[config.mk]
export PLATFORM = sky130hd
export DESIGN_NAME = countdown_bar_ctrl
export DESIGN_NICKNAME = d
export VERILOG_FILES = /design/src/rtl/tow_pkg.sv /design/src/rtl/countdown_bar_ctrl.sv
export SDC_FILE = /design/constraint.sdc
export NUM_CORES = 1
export LEC_CHECK = 0
export CORE_MARGIN = 2
export CORE_UTILIZATION = 34
export DETAILED_ROUTE_END_ITERATION = 10
export GPL_ROUTABILITY_DRIVEN = 0
export PLACE_DENSITY = 0.68
export SETUP_SLACK_MARGIN = 0.02
export SLEW_MARGIN = 20
export SYNTH_ARGS = -nofsm -noshare
export SYNTH_HDL_FRONTEND = slang
export SYNTH_SLANG_ARGS = --single-unit
[constraint.sdc]
create_clock -name clk -period 1.9 [get_ports clk]
set_clock_uncertainty 0.1 [all_clocks]
set_input_delay 0.285 -clock clk [delete_from_list [all_inputs] [get_ports clk]]
set_output_delay 0.285 -clock clk [all_outputs]
set_load 0.005 [all_outputs]
[src/rtl/tow_pkg.sv]
// Shared definitions for the countdown bar controller: FSM states, result codes
// and the LED pattern helpers (thermometer bar and winner pattern).
package tow_pkg;

  typedef enum logic [2:0] {
    S_IDLE   = 3'd0,
    S_COUNT  = 3'd1,
    S_SETTLE = 3'd2,
    S_SHOW   = 3'd3,
    S_DARK   = 3'd4,
    S_FINISH = 3'd5
  } state_t;

  localparam logic [1:0] RES_NONE  = 2'b00;
  localparam logic [1:0] RES_LEFT  = 2'b01;
  localparam logic [1:0] RES_RIGHT = 2'b10;
  localparam logic [1:0] RES_TIE   = 2'b11;

  localparam int MAX_W = 16;

  // n ones in the LSBs, clipped to a w-bit field
  function automatic logic [MAX_W-1:0] therm(input logic [4:0] n, input int w);
    logic [MAX_W-1:0] r;
    r = '0;
    for (int i = 0; i < MAX_W; i++) begin
      r[i] = (i < w) && (i < int'(n));
    end
    return r;
  endfunction

  // right lights the low half, left the high half; the middle LED stays dark
  function automatic logic [MAX_W-1:0] win_pattern(input logic [1:0] res, input int w);
    logic [MAX_W-1:0] r;
    int half;
    half = (w - 1) / 2;
    r = '0;
    for (int i = 0; i < MAX_W; i++) begin
      r[i] = (res[1] && (i < half)) || (res[0] && (i >= w - half) && (i < w));
    end
    return r;
  endfunction

endpackage

[src/rtl/countdown_bar_ctrl.sv]
// Thermometer countdown bar, one-cycle result strobe, then FLASHES winner flashes.
// Each state advances only on its own tick enable; abort returns to IDLE from anywhere.
module countdown_bar_ctrl
  import tow_pkg::*;
#(
  parameter int LED_W   = 7,
  parameter int FLASHES = 4
) (
  input  logic             clk,
  input  logic             rst,
  input  logic             start,
  input  logic             abort,
  input  logic             tick_step,
  input  logic             tick_flash,
  input  logic             tick_settle,
  input  logic [1:0]       result,
  output logic [LED_W-1:0] led,
  output logic             win_pulse,
  output logic             busy,
  output logic             done
);

  localparam int SW = $clog2(LED_W + 1);
  localparam int FW = (FLASHES > 1) ? $clog2(FLASHES) : 1;

  state_t        state, state_nxt;
  logic [SW-1:0] step_cnt, step_nxt;
  logic [FW-1:0] flash_cnt, flash_nxt;
  logic [1:0]    res_q, res_nxt;
  logic          settle_first, first_nxt;

  always_ff @(posedge clk or negedge rst) begin
    if (!rst) begin
      state        <= S_IDLE;
      step_cnt     <= '0;
      flash_cnt    <= '0;
      res_q        <= RES_NONE;
      settle_first <= 1'b0;
    end else begin
      state        <= state_nxt;
      step_cnt     <= step_nxt;
      flash_cnt    <= flash_nxt;
      res_q        <= res_nxt;
      settle_first <= first_nxt;
    end
  end

  always_comb begin
    state_nxt = state;
    step_nxt  = step_cnt;
    flash_nxt = flash_cnt;
    res_nxt   = res_q;
    first_nxt = 1'b0;
    if (abort && state != S_IDLE) begin
      state_nxt = S_IDLE;
    end else begin
      case (state)
        S_IDLE: begin
          if (start && !abort) begin
            state_nxt = S_COUNT;
            step_nxt  = SW'(LED_W);
          end
        end
        S_COUNT: begin
          if (tick_step) begin
            step_nxt = step_cnt - SW'(1);
            if (step_cnt == SW'(1)) begin
              state_nxt = S_SETTLE;
              first_nxt = 1'b1;
            end
          end
        end
        S_SETTLE: begin
          if (tick_settle) begin
            res_nxt   = result;
            flash_nxt = '0;
            state_nxt = S_SHOW;
          end
        end
        S_SHOW: begin
          if (tick_flash) state_nxt = S_DARK;
        end
        S_DARK: begin
          if (tick_flash) begin
            if (flash_cnt == FW'(FLASHES - 1)) begin
              state_nxt = S_FINISH;
            end else begin
              flash_nxt = flash_cnt + FW'(1);
              state_nxt = S_SHOW;
            end
          end
        end
        S_FINISH: begin
          if (tick_step) state_nxt = S_IDLE;
        end
        default: state_nxt = S_IDLE;
      endcase
    end
  end

  // Moore outputs: decoded from registered state and counters only
  always_comb begin
    led = '0;
    case (state)
      S_COUNT: led = LED_W'(therm(5'(step_cnt), LED_W));
      S_SHOW:  led = LED_W'(win_pattern(res_q, LED_W));
      default: led = '0;
    endcase
  end

  assign win_pulse = (state == S_SETTLE) && settle_first;
  assign busy      = (state != S_IDLE);
  assign done      = (state == S_FINISH);

endmodule

# Word level (Yosys, flattened, before mapping)
# Cells that the tools add are included.
[totals]
rom_bits = 0
ram_bits = 0
latch_bits = 0
register_bits = 11
n_memories = 0
[classes]
n_lt_le_gt_ge = 7
n_shift = 0
add_sub_neg = 2
eq_ne = 19
n_mux = 22
div_mod_pow = 0
reduce_logical = 12
multipliers = 0
bitwise = 1
[op_table]
columns = ["op", "n"]
rows = [
  ["3-bit 2-to-1 mux", 11],
  ["3-bit inequality test (second input constant)", 6],
  ["3-bit one-hot mux with 6 select lines", 1],
  ["7-bit one-hot mux with 2 select lines", 1],
  ["2-bit inequality test (second input constant)", 5],
  ["3-bit less-than comparator (first input constant)", 3],
  ["7-bit AND reduction", 1],
  ["3-bit by 1-bit == test with 1-bit output (second input constant)", 2],
  ["3-bit by 2-bit == test with 1-bit output (second input constant)", 2],
  ["3-bit == test (second input constant)", 2],
  ["1-bit by 3-bit less-than comparator with 1-bit output (first input constant)", 2],
  ["2-bit by 3-bit less-than comparator with 1-bit output (first input constant)", 2],
  ["2-bit 2-to-1 mux", 3],
  ["3-bit one-hot mux with 2 select lines", 1],
  ["5-bit AND reduction", 1],
  ["1-bit 2-to-1 mux", 4],
  ["2-bit one-hot mux with 2 select lines", 1],
  ["4-bit AND reduction", 1],
  ["2-bit nonzero test", 2],
  ["1-bit logical AND", 3],
  ["3-bit zero test", 1],
  ["3-bit by 2-bit inequality test with 1-bit output (second input constant)", 1],
  ["3-bit AND reduction", 1],
  ["3-bit nonzero test", 1],
  ["5 further kinds", 5],
]

# Logic depth before layout (Yosys ltp)
[logic_depth]
word_depth = 5
depth_mapped = 6

# Least setup slack after synthesis
# Ideal clock, no wire load.
[synth_path]
path_type = "register -> register"
start = "register state[2]"
end = "register res_q[0]"
slack_ns = 0.258
required_ns = 1.675
t_arrival_ns = 1.417
stages_incl_launch_ff = 4
cell_sequence = "dfrtp_1 > nand2b_4 > or4b_4 > mux2_4"
[synth_between]
elab_chain_cells = 4
[synth_lines]
columns = ["item", "line_no", "source"]
rows = [
  ["from (decl)", "countdown_bar_ctrl.sv:26", "state_t state, state_nxt;"],
  ["from (signal assigned)", "countdown_bar_ctrl.sv:40", "state <= state_nxt;"],
  ["3-bit nonzero test", "countdown_bar_ctrl.sv:54", "if (abort && state != S_IDLE) begin"],
  ["1-bit logical AND", "countdown_bar_ctrl.sv:54", ""],
  ["1-bit NOT (no line)", "n/a", ""],
  ["3-bit AND reduction (no line) *", "n/a", ""],
  ["to (signal assigned)", "countdown_bar_ctrl.sv:43", "res_q <= res_nxt;"],
  ["to (decl)", "countdown_bar_ctrl.sv:29", "logic [1:0] res_q, res_nxt;"],
]
# Mark *: on every way between the ends. The rest lies on a longest branch, timed or not.
# A chain may end at the register's enable or synchronous reset.

# Final worst setup path
[layout_path]
start = "register state[1]"
end = "register flash_cnt[1]"
[layout_between]
elab_chain_cells = 4
[layout_lines]
columns = ["item", "line_no", "source"]
rows = [
  ["parallel branches: the longest is 4 deep, another holds 5-bit AND reduction", "n/a", ""],
  ["to (signal assigned)", "countdown_bar_ctrl.sv:42", "flash_cnt <= flash_nxt;"],
  ["to (decl)", "countdown_bar_ctrl.sv:28", "logic [FW-1:0] flash_cnt, flash_nxt;"],
]
# Parallel ways; which one is timed is not known.

==> report_table.html <==
<table>
<tr><th>Metric</th><th>Value</th></tr>
<tr><th colspan="2">GRT</th></tr>
<tr><td>Number of antenna violations at the first check in global routing</td><td>0</td></tr>
<tr><td>Vias in the first global route</td><td>772</td></tr>
<tr><td>Grt met3 use</td><td>~2.5%</td></tr>
<tr><td>Largest net degree at the start of global routing</td><td>17</td></tr>
<tr><td>Met2 routing resource usage after global routing</td><td>between 20% and 30%</td></tr>
<tr><td>Overall Global Routing Usage</td><td>between 10% and 20%</td></tr>
<tr><td>Gr ovfl total</td><td>0</td></tr>
<tr><td>Global routing met1 resource utilization</td><td>a little over a fifth</td></tr>
<tr><td>First-pass GRT wire length</td><td>3463 µm</td></tr>
<tr><td>Most used routing layer in global routing</td><td>met2</td></tr>
<tr><th colspan="2">Floorplanning</th></tr>
<tr><td>Initial cell density of the core</td><td>35.37%</td></tr>
<tr><td>Area inside the core boundary</td><td>2455 µm²</td></tr>
<tr><td>Vertical die dimension</td><td>54.54 µm</td></tr>
<tr><td>Die Wd</td><td>between 50 and 60 µm</td></tr>
<tr><td>Count of pins on the block boundary</td><td>19</td></tr>
<tr><td># rows</td><td>18</td></tr>
<tr><td>Die outline area</td><td>2974 µm²</td></tr>
<tr><th colspan="2">Finish</th></tr>
<tr><td>Commonest cells after routing, fill and taps aside</td><td>sky130_fd_sc_hd__nor2_1, sky130_fd_sc_hd__buf_4, sky130_fd_sc_hd__dfrtp_1</td></tr>
<tr><td>Area growth syn-to-layout</td><td>41.07%</td></tr>
<tr><td>Most frequent standard cell in the layout excluding fill and tap cells</td><td>sky130_fd_sc_hd__nor2_1</td></tr>
<tr><td>Layout cell share with drive strength beyond 1</td><td>between 20% and 30%</td></tr>
<tr><td>Final Util</td><td>about half</td></tr>
<tr><td>Filler cell count</td><td>between 200 and 250</td></tr>
<tr><td>Antenna diode count</td><td>0</td></tr>
<tr><td>Nets</td><td>roughly 140</td></tr>
<tr><th colspan="2">Synthesis</th></tr>
<tr><td>Post-synthesis cell area</td><td>between 800 and 900 µm²</td></tr>
<tr><td>Number of distinct standard cells referenced by the synthesized netlist</td><td>35</td></tr>
<tr><td>Synthesis warning total</td><td>0</td></tr>
<tr><td>Seq/Total Area, Yosys</td><td>31.70%</td></tr>
<tr><td>Number of cells produced by synthesis</td><td>103</td></tr>
<tr><td>Net count after synthesis</td><td>115</td></tr>
<tr><td>Mean cell area of the mapped netlist</td><td>8.430 µm²</td></tr>
<tr><td>Flip-flop and latch count after synthesis</td><td>11</td></tr>
<tr><th colspan="2">STA</th></tr>
<tr><td>Max-slew headroom at the worst pin</td><td>64.84%</td></tr>
<tr><td>Least-Margin Pin Slew</td><td>around 0.53 ns</td></tr>
<tr><td>Final Hold Vio Count</td><td>0</td></tr>
<tr><td>Fmax</td><td>~550 MHz</td></tr>
<tr><td>Number of failing setup endpoints in the final timing report</td><td>0</td></tr>
<tr><td>Post-Route Hold Slack</td><td>0.2620 ns</td></tr>
<tr><td>Clock period minus final worst setup slack</td><td>1.821 ns</td></tr>
<tr><td>Final period utilization</td><td>95.86%</td></tr>
<tr><td>Setup total negative slack</td><td>0 ns</td></tr>
<tr><td>Unrepaired setup endpoints after global routing</td><td>true</td></tr>
<tr><td>Final max-slew violation count</td><td>0</td></tr>
<tr><th colspan="2">Clocking</th></tr>
<tr><td>Hold-fix buffers, CTS</td><td>0</td></tr>
<tr><td>Number of sinks on the clock net</td><td>11</td></tr>
<tr><td>TritonCTS clock tree</td><td>yes</td></tr>
<tr><td>CTS root buffer</td><td>sky130_fd_sc_hd__clkbuf_4</td></tr>
<tr><td>CTS H-Tree Depth</td><td>1</td></tr>
<tr><td>Clock-pin slew reported for the worst setup and hold paths after clock tree synthesis</td><td>0.07 ns</td></tr>
<tr><td>Clock Tree Buf Depth</td><td>2</td></tr>
<tr><td>Worst skew pair latency</td><td>about 0.27 ns</td></tr>
<tr><td>Number of clock buffers inserted by TritonCTS</td><td>3</td></tr>
<tr><th colspan="2">Placement</th></tr>
<tr><td>Port buffer count</td><td>18</td></tr>
<tr><td>Post-DP HPWL</td><td>approximately 1600 µm</td></tr>
<tr><th colspan="2">Routing</th></tr>
<tr><td>Routed length per instance</td><td>13.17 µm</td></tr>
<tr><td>Residual DRC</td><td>0</td></tr>
<tr><td>Routed Wire Length</td><td>2121 µm</td></tr>
<tr><td>DRT antenna net count</td><td>0</td></tr>
<tr><td>Vias after detailed routing</td><td>slightly above 800</td></tr>
<tr><td>Drt initial violations</td><td>10</td></tr>
<tr><td>First drt pass iteration count</td><td>4</td></tr>
<tr><td>Detail-routed via count per cell</td><td>5.124</td></tr>
<tr><th colspan="2">Setup path</th></tr>
<tr><td>Endpoint type of the worst setup path</td><td>register</td></tr>
<tr><td>CP Data Arrival Time</td><td>approximately 1.9 ns</td></tr>
<tr><td>Largest fanout on the critical path</td><td>13</td></tr>
<tr><td>Critical setup path kind</td><td>reg2reg</td></tr>
<tr><td>Data required time at the worst endpoint</td><td>1.95 ns</td></tr>
<tr><td>Critical Path Start Type</td><td>register</td></tr>
<tr><th colspan="2">Hold path</th></tr>
<tr><td>Path class of the lowest-slack min-delay path</td><td>in2async</td></tr>
<tr><th colspan="2">Power and ir drop</th></tr>
<tr><td>Static power due to leakage</td><td>0.6208 nW</td></tr>
<tr><td>Power per unit of standard cell area</td><td>roughly 1300 nW/µm²</td></tr>
<tr><td>IR drop worst, VDD</td><td>between 0.0007 and 0.0008 V</td></tr>
<tr><th colspan="2">Flow run</th></tr>
<tr><td>MaxCap Viol Count</td><td>0</td></tr>
<tr><th colspan="2">Status</th></tr>
<tr><td>Status</td><td>finished, final reports clean</td></tr>
</table>
## path summary, 6_finish.rpt
| kind | startpoint | end | slack [ns] | cells past startpoint |
|---|---|---|---|---|
| max | state[1]$_DFFE_PN0P_ | flash_cnt[1]$_DFFE_PN0P_ | 0.08 | 6 |
| min | rst | step_cnt[1]$_DFFE_PN0P_ | 0.26 | 1 |
| max reg2reg | state[1]$_DFFE_PN0P_ | flash_cnt[1]$_DFFE_PN0P_ | 0.08 | 6 |
| min reg2reg | flash_cnt[1]$_DFFE_PN0P_ | flash_cnt[1]$_DFFE_PN0P_ | 0.43 | 1 |
| min in group clk | flash_cnt[1]$_DFFE_PN0P_ | flash_cnt[1]$_DFFE_PN0P_ | 0.43 | 1 |
| max in group asynchronous | rst | state[1]$_DFFE_PN0P_ | 1.06 | 1 |
## registers in the layout, summed over array words and instances (netlist names)
name	cells
step_cnt	3
flash_cnt	2
state	3
settle_first	1
res_q	2
## timing repair
item / in CTS / in global routing
setup endpoints to repair: 10 / 10
pin swaps: 0 / 1
buffers inserted: 0 / 3
hold endpoints to repair: 0 / 0
resized for setup: 6 / 16
## metal layers
layer  routed length, µm  vias up  share of wire (%)
met4                   0        0                  0
met2                1087       10                 51
met5                   0        -                  0
li1                    -      427                  -
met1                 977      388                 46
met3                  57        0                2.7
## critical path, cell delays in order, from the launching register on
cell and delay [ns]:
sky130_fd_sc_hd__dfrtp_2 0.44, sky130_fd_sc_hd__buf_4 0.13, sky130_fd_sc_hd__buf_6 0.14, sky130_fd_sc_hd__nand2b_4 0.16
sky130_fd_sc_hd__o221a_2 0.21, sky130_fd_sc_hd__a21boi_1 0.17, sky130_fd_sc_hd__mux2_2 0.35
## report_power, final
part / leakage [nW] / switching [mW] / internal (mW)
clock network: 0.0150 / 0.0801 / 0.0812
registers: 0.127 / 0.0766 / 0.309
logic: 0.479 / 0.491 / 0.579
total: 0.621 / 0.648 / 0.969
## cells by family (layout without fill, tap and decap cells)
logic type | after synthesis | after routing | share of synthesized area (%)
AND/OR/NAND/NOR | 42 | 42 | 26.66
adder cells (fa/ha/maj) | 3 | 3 | 4.323
buffers and inverters | 10 | 38 | 5.187
XOR/XNOR | 1 | 1 | 1.009
AO/OA/AOI/OAI | 30 | 30 | 22.77
multiplexers | 6 | 6 | 8.357
flip-flops | 11 | 11 | 31.70
## synth_stat cells
cell type,number,area (µm²)
sky130_fd_sc_hd__nor2_1,15,56.30
sky130_fd_sc_hd__dfrtp_1,11,275.3
sky130_fd_sc_hd__a21oi_1,8,40.04
sky130_fd_sc_hd__o21ai_0,8,40.04
sky130_fd_sc_hd__nand2_1,7,26.28
sky130_fd_sc_hd__nand2b_1,5,31.28
sky130_fd_sc_hd__nor2b_1,5,31.28
sky130_fd_sc_hd__inv_1,4,15.01
sky130_fd_sc_hd__buf_2,3,15.01
sky130_fd_sc_hd__ha_1,3,37.54
sky130_fd_sc_hd__a31oi_1,2,12.51
sky130_fd_sc_hd__clkbuf_1,2,7.510
sky130_fd_sc_hd__mux2_2,2,22.52
sky130_fd_sc_hd__mux2_4,2,30.03
sky130_fd_sc_hd__mux2i_1,2,20.02
sky130_fd_sc_hd__nand2b_4,2,27.53
sky130_fd_sc_hd__nor3_1,2,10.01
sky130_fd_sc_hd__nor3b_1,2,15.01
sky130_fd_sc_hd__o32a_1,2,20.02
sky130_fd_sc_hd__a211oi_1,1,7.510
sky130_fd_sc_hd__a21boi_0,1,7.510
sky130_fd_sc_hd__a311oi_1,1,8.760
sky130_fd_sc_hd__a32oi_1,1,8.760
sky130_fd_sc_hd__a41oi_1,1,8.760
sky130_fd_sc_hd__and4_1,1,8.760
sky130_fd_sc_hd__buf_4,1,7.510
sky130_fd_sc_hd__nand3_1,1,5.000
sky130_fd_sc_hd__o2111ai_1,1,8.760
sky130_fd_sc_hd__o211ai_1,1,7.510
sky130_fd_sc_hd__o21a_1,1,7.510
sky130_fd_sc_hd__o221a_2,1,11.26
sky130_fd_sc_hd__o2bb2ai_1,1,8.760
sky130_fd_sc_hd__or3_1,1,6.260
sky130_fd_sc_hd__or4b_4,1,13.76
sky130_fd_sc_hd__xnor2_1,1,8.760
## metrics by stage
stage,total power [mW],std cells,area [µm²],setup slack (ns)
6_report,1.617,161,1225,0.07860
5_1_grt,1.769,161,1225,-0.006495
4_1_cts,1.594,158,1170,-0.1901
3_5_place_dp,1.421,154,1136,0.01166
3_3_place_gp,1.392,154,1136,0.06151
2_1_floorplan,0.9807,103,868.3,0.2583
## cell type report
class | instances | area [µm²] | area share [%]
repair buffers | 30 | 300.3 | 24.51
multi-input cells | 82 | 568.0 | 46.37
inverters | 4 | 15.01 | 1.226
well taps | 30 | 37.54 | 3.064
flip-flops and latches | 11 | 277.8 | 22.68
clock buffers | 4 | 26.28 | 2.145
Note: power is estimated with default switching activity, not from simulation.
